[config.mk]
export PLATFORM = sky130hd
export DESIGN_NAME = sensor_sample_tx
export DESIGN_NICKNAME = d
export VERILOG_FILES = /design/src/rtl/sensor_pkg.sv /design/src/rtl/sensor_tx_fifo.sv /design/src/rtl/sensor_sample_tx.sv
export SDC_FILE = /design/constraint.sdc
export NUM_CORES = 1
export LEC_CHECK = 0
export CORE_ASPECT_RATIO = 0.6
export CORE_MARGIN = 10
export CORE_UTILIZATION = 52
export DETAILED_ROUTE_END_ITERATION = 10
export PLACE_DENSITY = 0.75
export SYNTH_ARGS = -nofsm -noshare
export SYNTH_HDL_FRONTEND = slang
export SYNTH_SLANG_ARGS = --single-unit
[constraint.sdc]
create_clock -name clk -period 2.4 [get_ports clk]
set_input_delay 0.24 -clock clk [delete_from_list [all_inputs] [get_ports clk]]
set_output_delay 0.24 -clock clk [all_outputs]
set_load 0.02 [all_outputs]
[src/rtl/sensor_pkg.sv]
// Shared constants and types for the sensor sample path (transmit and receive).
package sensor_pkg;

  localparam int SENSOR_DATA_W     = 16;
  localparam int SENSOR_FIFO_DEPTH = 8;

  // Wide enough for any gap length in 0..15.
  localparam int GAP_CNT_W = 4;

  typedef enum logic [1:0] {
    TX_IDLE,
    TX_SEND,
    TX_GAP
  } tx_state_t;

endpackage : sensor_pkg

[src/rtl/sensor_tx_fifo.sv]
// Synchronous first-word-fall-through FIFO: rdata_o always shows the entry at head.
// DEPTH must be a power of two so the pointers wrap by natural overflow.
module sensor_tx_fifo
  import sensor_pkg::*;
#(
  parameter  int DATA_W = SENSOR_DATA_W,
  parameter  int DEPTH  = SENSOR_FIFO_DEPTH,
  localparam int PTR_W  = $clog2(DEPTH),
  localparam int CNT_W  = $clog2(DEPTH) + 1
) (
  input  logic              clk,
  input  logic              rst_n,
  input  logic              push_i,
  input  logic              pop_i,
  input  logic [DATA_W-1:0] wdata_i,
  output logic [DATA_W-1:0] rdata_o,
  output logic [CNT_W-1:0]  count_o
);

  logic [DATA_W-1:0] mem [DEPTH];
  logic [PTR_W-1:0]  head_q, head_d;
  logic [PTR_W-1:0]  tail_q, tail_d;
  logic [CNT_W-1:0]  count_q, count_d;
  logic              push_ok;
  logic              pop_ok;

  // Protect against a caller pushing into a full or popping an empty FIFO.
  assign push_ok = push_i && (count_q != CNT_W'(DEPTH));
  assign pop_ok  = pop_i  && (count_q != '0);

  // Pointer and occupancy next-state; a simultaneous push and pop leaves count alone.
  // NOTE: every signal driven here gets a default first so no latch is inferred.
  always_comb begin
    head_d  = head_q;
    tail_d  = tail_q;
    count_d = count_q;
    if (push_ok) tail_d = tail_q + PTR_W'(1);
    if (pop_ok)  head_d = head_q + PTR_W'(1);
    unique case ({push_ok, pop_ok})
      2'b10:   count_d = count_q + CNT_W'(1);
      2'b01:   count_d = count_q - CNT_W'(1);
      default: count_d = count_q;
    endcase
  end

  // Pointer and count registers.
  // NOTE: sequential state uses non-blocking assignments so every flop samples pre-edge values.
  always_ff @(posedge clk or negedge rst_n) begin
    if (!rst_n) begin
      head_q  <= '0;
      tail_q  <= '0;
      count_q <= '0;
    end else begin
      head_q  <= head_d;
      tail_q  <= tail_d;
      count_q <= count_d;
    end
  end

  // Storage write.
  // NOTE: the array is deliberately not reset; emptied pointers make stale contents unreachable.
  always_ff @(posedge clk) begin
    if (push_ok) mem[tail_q] <= wdata_i;
  end

  assign rdata_o = mem[head_q];
  assign count_o = count_q;

endmodule : sensor_tx_fifo

[src/rtl/sensor_sample_tx.sv]
// Buffers front-end samples and replays them as one-cycle strobes spaced GAP+2 cycles apart.
module sensor_sample_tx
  import sensor_pkg::*;
#(
  parameter  int DATA_W = SENSOR_DATA_W,
  parameter  int DEPTH  = SENSOR_FIFO_DEPTH,
  parameter  int GAP    = 2,
  localparam int CNT_W  = $clog2(DEPTH) + 1
) (
  input  logic              clk,
  input  logic              rst_n,
  input  logic [DATA_W-1:0] in_data,
  input  logic              in_valid,
  output logic              in_ready,
  input  logic              enable,
  output logic [DATA_W-1:0] sensor_data,
  output logic              data_valid,
  output logic [CNT_W-1:0]  fifo_count,
  output logic [7:0]        drop_count
);

  tx_state_t             state_q, state_d;
  logic [GAP_CNT_W-1:0]  gap_q, gap_d;
  logic [DATA_W-1:0]     sensor_data_q, sensor_data_d;
  logic                  data_valid_q, data_valid_d;
  logic [7:0]            drop_q;
  logic [DATA_W-1:0]     fifo_rdata;
  logic                  push;
  logic                  pop;

  // Ready comes from the registered count only; a same-cycle pop is not anticipated.
  assign in_ready = (fifo_count < CNT_W'(DEPTH));
  assign push     = in_valid && in_ready;

  sensor_tx_fifo #(
    .DATA_W(DATA_W),
    .DEPTH (DEPTH)
  ) u_fifo (
    .clk    (clk),
    .rst_n  (rst_n),
    .push_i (push),
    .pop_i  (pop),
    .wdata_i(in_data),
    .rdata_o(fifo_rdata),
    .count_o(fifo_count)
  );

  // Transmit sequencing: pop and strobe in IDLE, arm the gap in SEND, count it out in GAP.
  always_comb begin
    state_d       = state_q;
    gap_d         = gap_q;
    sensor_data_d = sensor_data_q;
    data_valid_d  = 1'b0;
    pop           = 1'b0;
    unique case (state_q)
      TX_IDLE: begin
        if (enable && (fifo_count != '0)) begin
          pop           = 1'b1;
          sensor_data_d = fifo_rdata;
          data_valid_d  = 1'b1;
          state_d       = TX_SEND;
        end
      end
      TX_SEND: begin
        gap_d   = GAP_CNT_W'(GAP);
        state_d = (GAP > 0) ? TX_GAP : TX_IDLE;
      end
      TX_GAP: begin
        // enable is ignored so a started gap always runs to completion.
        gap_d = gap_q - GAP_CNT_W'(1);
        if (gap_q <= GAP_CNT_W'(1)) state_d = TX_IDLE;
      end
      default: state_d = TX_IDLE;
    endcase
  end

  // FSM, gap counter and registered output bus.
  always_ff @(posedge clk or negedge rst_n) begin
    if (!rst_n) begin
      state_q       <= TX_IDLE;
      gap_q         <= '0;
      sensor_data_q <= '0;
      data_valid_q  <= 1'b0;
    end else begin
      state_q       <= state_d;
      gap_q         <= gap_d;
      sensor_data_q <= sensor_data_d;
      data_valid_q  <= data_valid_d;
    end
  end

  // Saturating count of beats offered while the FIFO was full.
  always_ff @(posedge clk or negedge rst_n) begin
    if (!rst_n) begin
      drop_q <= '0;
    end else if (in_valid && !in_ready && (drop_q != 8'hFF)) begin
      drop_q <= drop_q + 8'd1;
    end
  end

  assign sensor_data = sensor_data_q;
  assign data_valid  = data_valid_q;
  assign drop_count  = drop_q;

endmodule : sensor_sample_tx

==> results.md <==
* Status: finished clean
* Final WL at 14400 um
* Area delta synth->final at 20.4%
* Worst-Skew Late Latency at 0.42 ns
* Fraction of registers with async set or reset after synthesis at 0.243
* Clock root cell: clkbuf_16
* Share of cells above drive strength 1 at 0.136
* Rel. slew slack at 0.636
* Tot Pwr at 0.0100 W
* Syn Inst Count at approximately 440
* Fin crit period at ~2.2 ns
* Core area at roughly 13000 um2
* Placed Cells at 673
* Residual DRC at 0
* Worst Setup Start Kind: flop
* Static Leakage at 3.17 nW
* Antenna violations before repair at 0
* I/O pin count at 50
* Die height at 109 um
* Row count at 32
* Fin nets at 555
* Clk slew on worst S/H paths at roughly 0.060 ns
* Setup_tns at 0 ns
* GR Overflow Total at 0
* Routability cong. at between 0.7 and 0.8
* First-pass DRT Iterations at 5
* # fillers at 898
* Ant diodes at 0
* Worst Reg2Reg Path Length in Cells at 9
* Slew Viols, Final at 0
* Cell area after placement at 7660 um2
* Hold Slack at 0.292 ns
* Die ar. at 18300 um2
* R2R setup slack at around 0.15 ns
* Synth area leader: edfxtp_1
* H-tree levels at 4
* Post-DRT Antenna Nets at 0
* Mapped Nets at 474
* Finished Layout Cells at a little over 700
* Post-synth top cells: edfxtp_1 (128), mux2i_1 (64), nand2_1 (43)
* Area contributors post-synth: edfxtp_1 (56%), dfrtp_1 (15%), mux2i_1 (9.4%)
* Final Hold Vio Count at 0
* Largest net degree at the start of global routing at 31
* Initial Util at 0.531
* Initial DRC count at around 260
* CTS sink count at ~170
* Clock buffer depth at 2
* Power per cell area at roughly 1200 nW/um2
* Distinct cells, synth at 40
* GR Util All Layers at 0.161
* Max-cap viol count at 0
* HPWL Detailed at between 9000 and 10000 um
* Synth Warn # at 0
* Crit path max fanout at 19
* Worst EP arrival at roughly 2.6 ns
* Vias in the first global route at slightly above 4000
* RSZ-0062 raised after global routing: no
* Seq cells post-synth at 169
* Fmax at between 400 and 500 MHz
* First-pass GRT wire length at 22700 um
* Max VDD drop at 0.538 mV
* Worst Hold Class: primary input to async pin
* Vias at 3993
* Final Setup Violations at 0
* Input/output buffers at 49
* Crit share post-route at 0.936
* Worst Tran Pin Value at between 0.5 and 0.6 ns
* TritonCTS Buffers at 17
* Design Area, Final at between 8000 and 9000 um2
* Crit. End Element: flop
* Clock tree from TritonCTS: built
* Die width at 168 um
* Setup Skew at 0.00762 ns
* Post-synth EDFFs at 128
* R2R Path End: u_fifo.count_o[3]
* Mapped Area at approximately 6800 um2
* Setup CP Type: flop to flop
* Synth Area per Inst at 15.5 um2
* Number of vias per cell at 5.66
* Yosys top cell area share at 0.563
* DR WL/cell at 20.4 um
* Register area share after synthesis at 0.713
* Prevailing post-synth register cell: edfxtp_1
* RR Startpoint: u_fifo.count_o[2]
* Setup Buffers After CTS at 0
* Count leader, synth: edfxtp_1
* Data required, critical path at between 2 and 3 ns
[routing by layer]
layer  vias to the layer above  routed length (um)  track usage
met5                         -                   0            0
met4                         0                 193       0.0687
met3                        15                 884       0.0370
met2                       115                6780        0.251
met1                      2033                6580        0.215
li1                       1830                   -            -
[power by group]
| group | internal [W] | leakage (nW) | switching, W |
|---|---|---|---|
| clock | 0.00146 | 0.249 | 0.00111 |
| combinational | 0.00151 | 1.27 | 0.00179 |
| sequential | 0.00369 | 1.65 | 0.000493 |
| total | 0.00665 | 3.17 | 0.00339 |
[cell usage in the layout, fill, tap and decap left out, types with 2 or more instances in the layout]
cell             netlist  layout
a22oi_1               33      33
a31oi_1                3       3
and2_1                 2       2
and3_1                 2       2
buf_4                  5      30
clkbuf_1               4       4
clkbuf_16              0      17
clkdlybuf4s50_1        0      48
clkinv_4               0       2
clkinvlp_4             0       6
dfrtp_1               41      38
dfrtp_2                0       2
edfxtp_1             128     128
ha_1                  12      12
inv_1                 11      11
mux2_1                 2       2
mux2_2                 4       4
mux2i_1               64      64
nand2_1               43      43
nand2b_1               3       3
nand3_1               22      22
nand4_1                3       3
nor2_1                10      10
nor2b_1                4       4
nor3_1                 6       4
nor3_2                 0       2
o21a_1                 2       2
o21ai_0                3       3
xnor2_1                8       8
xor2_1                 5       5
[registers in the layout, indices dropped and copies added, names as in the netlist]
name and count:
drop_count 8, u_fifo.count_o 4, u_fifo.head_q 3, u_fifo.tail_q 3, gap_q 4, data_valid 1
sensor_data 16, state_q 2, u_fifo.mem 128
[cells by family after synthesis]
group,synth area share
simple gates,0.0680
flops,0.713
xor+xnor,0.0167
fa+ha+maj,0.0220
mux,0.104
compound gates,0.0506
buf+inv,0.0260
[worst max path at each step]
stage / start / end / slack, ns / cells after the start
after floorplan: u_fifo.count_o[1] / u_fifo.count_o[2] / -0.06 / 13
after global placement: enable / u_fifo.count_o[3] / 0.19 / 10
after detailed placement: enable / u_fifo.count_o[3] / 0.13 / 10
after CTS: u_fifo.count_o[2] / u_fifo.count_o[3] / 0.15 / 9
after global routing: u_fifo.count_o[2] / u_fifo.count_o[3] / 0.04 / 9
final: u_fifo.count_o[2] / u_fifo.count_o[3] / 0.15 / 9
[critical path, stage by stage, from the launching register on]
cell,delay [ns]
dfrtp_2,0.44
o41a_1,0.48
nand2_2,0.10
inv_2,0.04
buf_4,0.22
ha_1,0.28
xor2_1,0.16
a22oi_1,0.15
a31oi_1,0.13
xnor2_1,0.13
[what timing repair did]
action	4_1_cts	5_1_grt
hold buffers	1	0
endpoints found under the setup margin	0	0
resized for setup	0	0
endpoints found under the hold margin	16	0
[through the flow]
step	worst slack, ns	util
after CTS	0.154	0.640
after floorplan	-0.0608	-
after detailed placement	0.133	0.596
after global placement	0.187	0.596
after global routing	0.0416	0.640
final	0.154	0.640
[area by class of cell]
type / count / area, um2 / area share
multi-input combinational: 242 / 1800 / 0.218
clock buffer: 22 / 454 / 0.0552
timing repair buffer: 81 / 741 / 0.0901
sequential: 169 / 4880 / 0.593
clock inverter: 10 / 97.6 / 0.0119
inverter: 12 / 45.0 / 0.00548
tap: 170 / 213 / 0.0259
No activity file was read; power rests on OpenSTA's default activity.
